## src/rtl/timer_pkg.sv

```systemverilog
// Shared definitions for the timer bank: channel mode encodings and the
// helper that sizes the channel-select field.
package timer_pkg;

  localparam logic MODE_ONESHOT  = 1'b0;
  localparam logic MODE_PERIODIC = 1'b1;

  // Width of a channel index; a single-channel bank still gets one bit.
  function automatic int CHAN_BITS(input int numChannels);
    return (numChannels <= 1) ? 1 : $clog2(numChannels);
  endfunction

endpackage

```

## src/rtl/timer_bank_if.sv

```systemverilog
// Configuration and control bundle for the timer bank. The controller
// (master) drives config writes and start/stop strobes; the bank (slave)
// returns the tick and running flags.
interface timer_bank_if
  import timer_pkg::*;
#(
  parameter int NUM_CHANNELS   = 4,
  parameter int COUNT_WIDTH    = 16,
  parameter int PRESCALE_WIDTH = 4
) ();

  localparam int CB = CHAN_BITS(NUM_CHANNELS);

  logic [PRESCALE_WIDTH-1:0] prescale_in;
  logic                      wrEnable_in;
  logic [CB-1:0]             chanSel_in;
  logic [COUNT_WIDTH-1:0]    period_in;
  logic                      mode_in;
  logic [NUM_CHANNELS-1:0]   start_in;
  logic [NUM_CHANNELS-1:0]   stop_in;
  logic [NUM_CHANNELS-1:0]   tick_out;
  logic [NUM_CHANNELS-1:0]   running_out;

  modport master (
    output prescale_in, wrEnable_in, chanSel_in, period_in, mode_in,
           start_in, stop_in,
    input  tick_out, running_out
  );

  modport slave (
    input  prescale_in, wrEnable_in, chanSel_in, period_in, mode_in,
           start_in, stop_in,
    output tick_out, running_out
  );

endinterface

```

## src/rtl/timer_channel.sv

```systemverilog
// One timer channel: holds its own period/mode configuration and a
// down-counter that advances on the shared prescaler strobe.
module timer_channel
  import timer_pkg::*;
#(
  parameter int COUNT_WIDTH = 16
) (
  input  logic                   clk_in,
  input  logic                   reset_in,
  input  logic                   i_strobe,
  input  logic                   i_wr,
  input  logic [COUNT_WIDTH-1:0] i_period,
  input  logic                   i_mode,
  input  logic                   i_start,
  input  logic                   i_stop,
  output logic                   o_tick,
  output logic                   o_running
);

  logic [COUNT_WIDTH-1:0] r_period;
  logic                   r_mode;
  logic [COUNT_WIDTH-1:0] r_count;
  logic                   r_running;
  logic                   r_tick;

  // Config capture plus count/run control; stop beats start beats strobe,
  // and a config write only lands in the period/mode registers so the
  // live count keeps going until its next load.
  always_ff @(posedge clk_in) begin
    if (reset_in) begin
      r_period  <= '0;
      r_mode    <= MODE_ONESHOT;
      r_count   <= '0;
      r_running <= 1'b0;
      r_tick    <= 1'b0;
    end else begin
      r_tick <= 1'b0;
      if (i_wr) begin
        r_period <= i_period;
        r_mode   <= i_mode;
      end
      if (i_stop) begin
        r_running <= 1'b0;
      end else if (i_start) begin
        r_count   <= r_period;
        r_running <= 1'b1;
      end else if (i_strobe && r_running) begin
        if (r_count != '0) begin
          r_count <= r_count - COUNT_WIDTH'(1);
        end else begin
          r_tick <= 1'b1;
          if (r_mode == MODE_PERIODIC) begin
            r_count <= r_period;
          end else begin
            r_running <= 1'b0;
          end
        end
      end
    end
  end

  assign o_tick    = r_tick;
  assign o_running = r_running;

endmodule

```

## src/rtl/timer_bank.sv

```systemverilog
// Multi-channel interval timer: a free-running power-of-two prescaler
// feeds a strobe to NUM_CHANNELS independent down-counting channels.
module timer_bank
  import timer_pkg::*;
#(
  parameter int NUM_CHANNELS   = 4,
  parameter int COUNT_WIDTH    = 16,
  parameter int PRESCALE_WIDTH = 4
) (
  input  logic         clk_in,
  input  logic         reset_in,
  timer_bank_if.slave  bus
);

  localparam int PC_W = 2**PRESCALE_WIDTH - 1;
  localparam int CB   = CHAN_BITS(NUM_CHANNELS);

  logic [PC_W-1:0]         r_pcount;
  logic [PC_W:0]           w_maskWide;
  logic [PC_W-1:0]         w_mask;
  logic                    w_strobe;
  logic [NUM_CHANNELS-1:0] w_wr;
  logic [NUM_CHANNELS-1:0] w_tick;
  logic [NUM_CHANNELS-1:0] w_running;

  // Free-running prescaler; it wraps naturally and is never reset by a
  // channel start, so all channels share one strobe phase.
  always_ff @(posedge clk_in) begin
    if (reset_in) begin
      r_pcount <= '0;
    end else begin
      r_pcount <= r_pcount + PC_W'(1);
    end
  end

  // Strobe when the low prescale_in bits are all ones; the mask is built
  // one bit wider so a full-width exponent cannot overflow the shift.
  always_comb begin
    w_maskWide = ((PC_W+1)'(1) << bus.prescale_in) - (PC_W+1)'(1);
    w_mask     = w_maskWide[PC_W-1:0];
    w_strobe   = ((r_pcount & w_mask) == w_mask);
  end

  for (genvar c = 0; c < NUM_CHANNELS; c++) begin : g_chan
    // Channel-select values at or beyond NUM_CHANNELS match no channel.
    assign w_wr[c] = bus.wrEnable_in && (bus.chanSel_in == CB'(c));

    timer_channel #(
      .COUNT_WIDTH (COUNT_WIDTH)
    ) u_channel (
      .clk_in    (clk_in),
      .reset_in  (reset_in),
      .i_strobe  (w_strobe),
      .i_wr      (w_wr[c]),
      .i_period  (bus.period_in),
      .i_mode    (bus.mode_in),
      .i_start   (bus.start_in[c]),
      .i_stop    (bus.stop_in[c]),
      .o_tick    (w_tick[c]),
      .o_running (w_running[c])
    );
  end

  assign bus.tick_out    = w_tick;
  assign bus.running_out = w_running;

endmodule

```

## src/flat_wrapper.sv

```systemverilog
// flat-port wrapper written by rule: the top's interface ports become plain ports
module timer_bank_flat import timer_pkg::*;
#(
  parameter int NUM_CHANNELS   = 4,
  parameter int COUNT_WIDTH    = 16,
  parameter int PRESCALE_WIDTH = 4
)
  (clk_in, reset_in, bus_prescale_in, bus_wrEnable_in, bus_chanSel_in, bus_period_in, bus_mode_in, bus_start_in, bus_stop_in, bus_tick_out, bus_running_out);
  timer_bank_if #(.NUM_CHANNELS(NUM_CHANNELS), .COUNT_WIDTH(COUNT_WIDTH), .PRESCALE_WIDTH(PRESCALE_WIDTH)) bus_i ();
  input  logic clk_in;
  input  logic reset_in;
  input wire logic [$bits(bus_i.prescale_in)-1:0] bus_prescale_in;
  input wire logic [$bits(bus_i.wrEnable_in)-1:0] bus_wrEnable_in;
  input wire logic [$bits(bus_i.chanSel_in)-1:0] bus_chanSel_in;
  input wire logic [$bits(bus_i.period_in)-1:0] bus_period_in;
  input wire logic [$bits(bus_i.mode_in)-1:0] bus_mode_in;
  input wire logic [$bits(bus_i.start_in)-1:0] bus_start_in;
  input wire logic [$bits(bus_i.stop_in)-1:0] bus_stop_in;
  output wire logic [$bits(bus_i.tick_out)-1:0] bus_tick_out;
  output wire logic [$bits(bus_i.running_out)-1:0] bus_running_out;
  assign bus_i.prescale_in = bus_prescale_in;
  assign bus_i.wrEnable_in = bus_wrEnable_in;
  assign bus_i.chanSel_in = bus_chanSel_in;
  assign bus_i.period_in = bus_period_in;
  assign bus_i.mode_in = bus_mode_in;
  assign bus_i.start_in = bus_start_in;
  assign bus_i.stop_in = bus_stop_in;
  assign bus_tick_out = bus_i.tick_out;
  assign bus_running_out = bus_i.running_out;
  timer_bank #(.NUM_CHANNELS(NUM_CHANNELS), .COUNT_WIDTH(COUNT_WIDTH), .PRESCALE_WIDTH(PRESCALE_WIDTH)) u_core (.clk_in(clk_in), .reset_in(reset_in), .bus(bus_i));
endmodule
```

## config.mk

```make
export PLATFORM = sky130hd
export DESIGN_NAME = timer_bank_flat
export DESIGN_NICKNAME = d
export VERILOG_FILES = /design/src/rtl/timer_pkg.sv /design/src/rtl/timer_bank_if.sv /design/src/rtl/timer_channel.sv /design/src/rtl/timer_bank.sv /design/src/flat_wrapper.sv
export SDC_FILE = /design/constraint.sdc
export NUM_CORES = 1
export LEC_CHECK = 0
export CAP_MARGIN = 15
export CORE_ASPECT_RATIO = 0.8
export CORE_MARGIN = 1
export CORE_UTILIZATION = 33
export CTS_BUF_LIST = sky130_fd_sc_hd__clkbuf_2
export DETAILED_ROUTE_END_ITERATION = 8
export PLACE_DENSITY = 0.57
export REMOVE_ABC_BUFFERS = 1
export SLEW_MARGIN = 20
export SYNTH_ARGS = -nofsm -noshare
export SYNTH_HDL_FRONTEND = slang
export SYNTH_SLANG_ARGS = --single-unit
```

## constraint.sdc

```tcl
create_clock -name clk_in -period 3.3 [get_ports clk_in]
set_input_delay 0.66 -clock clk_in [delete_from_list [all_inputs] [get_ports clk_in]]
set_output_delay 0.66 -clock clk_in [all_outputs]
set_load 0.02 [all_outputs]
```

==> qor.yml <==
ff_latch_area_sq_mm: 0.003103
max_slew_margin_pct: 50.01
stdcell_area_sq_mm: 0.009313
syn_area_per_cell_sq_um: 7.688
vias_per_cell: 5.356
synth.cell_area_sq_mm: 0.008210
fp.dieW_um: 178.4
cap_violations: 0
gp_congestion: 0.8215
status: "completed"
die_h_um: 143.1
finalCritPeriodShare_pct: 87.99
met2WireLength_um: 9786
yosysWarnings: 0
clkSlewWorstSetupHoldPaths_ns: 0.25
postRouteAntennaNets: 0
rsz0062_at_grt: "false"
io_pins: 42
dr.first_iter.drc_count: 667
dr_total_vias: 7654
cts_root_buffer: "clkbuf_2"
clock-sinks: 155
multiInputGateArea_sq_mm: 0.004705
antenna_found_initial: 1
end_kind: "flop"
finalMaxSlewViolations: 0
yosysUniqueCellTypes: 72
drtPass1Iterations: 5
grt_max_degree: 63
hold_viol: 0
track_usage_pct: 18.31
cp-start-kind: "input pin"
row_count: 51
synth_top_area_share_pct: 37.79
cp_slowest_stage_delay_ns: 0.46
post_drt_wl_per_cell_um: 16.21
postCtsSetupBuffers: 0
cts.hold.buffers_added: 0
synth.area.top_cells: "dfxtp_1 38%, nand2_1 9.7%, a21oi_1 8.5%"
ys.flop_type: "dfxtp_1"
reg2reg_slack_ns: 0.53
drt_wl_total_um: 23170
core-area_sq_mm: 0.02438
finClkSkew_ns: 0.04828
grt-ovfl-total: 0
setup_viol: 0
wl_met3_um: 873
pwr-share-comb_pct: 23.0
worst_pin_slew_ns: 0.7476
path_cells: "clkdlybuf4s50_1 -> nor3_1 -> nand2_1 -> ha_1 -> nand2_1 -> a211oi_1 -> nor4_1 -> nand4_2 -> buf_12 -> buf_12 -> o21ai_4 -> mux2i_1 -> o21ai_1"
worstSetupPathType: "in -> reg"
cts_buffers: 17
slowest_stage: "clkdlybuf4s50_1"
nFillCells: 2545
required_ns: 3.91
io_buffers: 41
async_flop_share_pct: 0
finalSetupTns_ns: 0
power.internal_mw: 2.777
sequentialPowerShare_pct: 47.3
p_clk_share_pct: 29.7
cellPowerDensity_mw_per_mm2: 456.7
cts_htree_levels: 4
clk_latency_ns: 0.74
leakage_nw: 3.272
postCtsResizedCells: 0
p_sw_share_pct: 34.70
synthToLayoutAreaGrowth_pct: 13.43
worst_ep_arrival_time_ns: 3.52
synth-edff-count: 0
wl_met1_um: 12330
drc: 0
synth_cells: 1068
clock_path_buffers: 2
dieArea_sq_mm: 0.02552
grt_pass1_vias: 6780
fin_crit_ns: 2.904
dr.max_layer_used: "met4"
max_freq_mhz: 344.4
drive_gt1_share_pct: 9.550
hpwl_um: 16080
hp-class: "in -> reg"
ys_seq_area_share_pct: 37.79
ys_ff_latch: 155
tritoncts: "built"
placed_area_sq_mm: 0.009024
path_max_fanout: 9
yosysTopAreaCell: "dfxtp_1"
layout.nets: 1141
p_sw_mw: 1.476
ir_drop_v: 0.0002070
grt_pass1_wl_um: 36710
start_util_pct: 33.68
## power by group through the flow
stage	Clock [mW]	Combinational [mW]	Sequential, mW
finish	1.26	0.977	2.01
global route	1.38	1.09	2.03
CTS	1.30	0.974	2.01
detailed placement	0	0.969	2.05
global placement	0	0.964	2.05
floorplan	0	0.639	2.03
## layout by cell type, fill, tap and decap left out, types with 4 or more instances in the layout
cell | Yosys | final
o211ai_1 | 5 | 5
mux2i_1 | 17 | 17
o21ai_4 | 4 | 4
xnor2_1 | 7 | 7
o311a_1 | 4 | 4
a32oi_1 | 4 | 4
a31oi_1 | 5 | 5
or4_1 | 7 | 7
buf_4 | 12 | 36
nand2_1 | 212 | 212
inv_8 | 0 | 5
xor2_1 | 13 | 13
o21ai_1 | 10 | 9
a311oi_1 | 9 | 9
o31ai_1 | 15 | 15
nor4_1 | 18 | 18
dfxtp_1 | 155 | 155
nor2_1 | 72 | 72
a21oi_1 | 139 | 139
o41ai_1 | 5 | 5
or3_1 | 13 | 13
and2_1 | 20 | 20
nand4_1 | 6 | 6
ha_1 | 10 | 10
inv_1 | 17 | 17
nand3b_1 | 4 | 4
o21ai_0 | 33 | 33
nand3_1 | 31 | 31
nand2b_1 | 16 | 16
clkbuf_2 | 0 | 17
a211oi_1 | 44 | 44
nor2b_1 | 6 | 6
buf_12 | 0 | 4
or2_2 | 12 | 12
nor3_1 | 23 | 23
clkdlybuf4s50_1 | 0 | 40
## synthesized netlist by cell type, types with 5 or more instances
| master | number |
|---|---|
| nor2_1 | 72 |
| buf_2 | 11 |
| a311oi_1 | 9 |
| nand3_1 | 31 |
| or3_1 | 13 |
| a211oi_1 | 44 |
| or2_2 | 12 |
| ha_1 | 10 |
| o41ai_1 | 5 |
| nand2_1 | 212 |
| o211ai_1 | 5 |
| mux2i_1 | 17 |
| and2_1 | 20 |
| nand4_1 | 6 |
| o31ai_1 | 15 |
| o21ai_0 | 33 |
| a21oi_1 | 139 |
| or4_1 | 7 |
| xor2_1 | 13 |
| a31oi_1 | 5 |
| buf_4 | 12 |
| clkbuf_1 | 43 |
| nor4_1 | 18 |
| nor2b_1 | 6 |
| dfxtp_1 | 155 |
| inv_1 | 17 |
| xnor2_1 | 7 |
| o21ai_1 | 10 |
| nor3_1 | 23 |
| nand2b_1 | 16 |
## sequential cells by signal, summed over array words and instances, names as in the netlist
signal / cells
u_core.g_chan.u_channel.o_tick: 4
u_core.g_chan.u_channel.r_period: 64
u_core.g_chan.u_channel.o_running: 4
u_core.g_chan.u_channel.r_count: 64
u_core.r_pcount: 15
u_core.g_chan.u_channel.r_mode: 4
## through the flow
step / setup slack [ns] / hold slack [ns] / cells / total power, mW / util (%)
finish: 0.3962 / 0.4040 / 1429 / 4.253 / 38.20
floorplan: -0.08362 / 0.4294 / 998 / 2.667 / -
detailed placement: -0.3329 / 0.4510 / 1396 / 3.015 / 37.02
global placement: -0.3280 / 0.4447 / 1396 / 3.010 / 37.02
CTS: 0.4532 / 0.3526 / 1428 / 4.282 / 38.19
global route: 0.2339 / 0.3330 / 1429 / 4.492 / 38.20
## final cells by class
type / instances / area share [%]
timing repair buffer: 80 / 8.061
sequential: 155 / 33.32
multi-input combinational: 825 / 50.52
clock buffer: 17 / 0.9136
inverter: 18 / 0.7255
tap: 318 / 4.272
antenna: 1 / 0.02687
clock inverter: 15 / 2.163
## worst paths after layout
path | start | end | cells past startpoint
min reg2reg | u_core.g_chan[2].u_channel.r_period[1] | u_core.g_chan[2].u_channel.r_period[1] | 2
min | reset_in | u_core.g_chan[3].u_channel.r_count[1] | 2
max | bus_prescale_in[3] | u_core.g_chan[2].u_channel.r_count[13] | 13
max reg2reg | u_core.g_chan[3].u_channel.r_count[0] | u_core.g_chan[3].u_channel.r_count[1] | 10
## worst max-delay path: cells and delay by family
kind | cells | cell delay (ns)
buffers and inverters | 3 | 0.78
adders and majority gates | 1 | 0.30
AOI/OAI and AO/OA | 3 | 0.47
muxes | 1 | 0.23
and+or+nand+nor | 5 | 1.07
## kinds of logic (layout without fill, tap and decap cells)
kind of cell	after synthesis	count (layout)	share of synthesized area [%]
multiplexers	21	21	2.667
AO/OA/AOI/OAI	305	305	23.44
other	0	1	0
XOR/XNOR	20	20	2.134
flip-flops	155	155	37.79
adder cells (fa/ha/maj)	10	10	1.524
buffers and inverters	88	130	5.014
AND/OR/NAND/NOR	469	469	27.43
## layer usage
layer / vias to the layer above / track usage [%]
met1: 3611 / 27.70
li1: 3897 / -
met4: 0 / 3.568
met5: - / 0
met3: 10 / 3.248
met2: 136 / 26.70
Note: power is estimated with default switching activity, not from simulation.
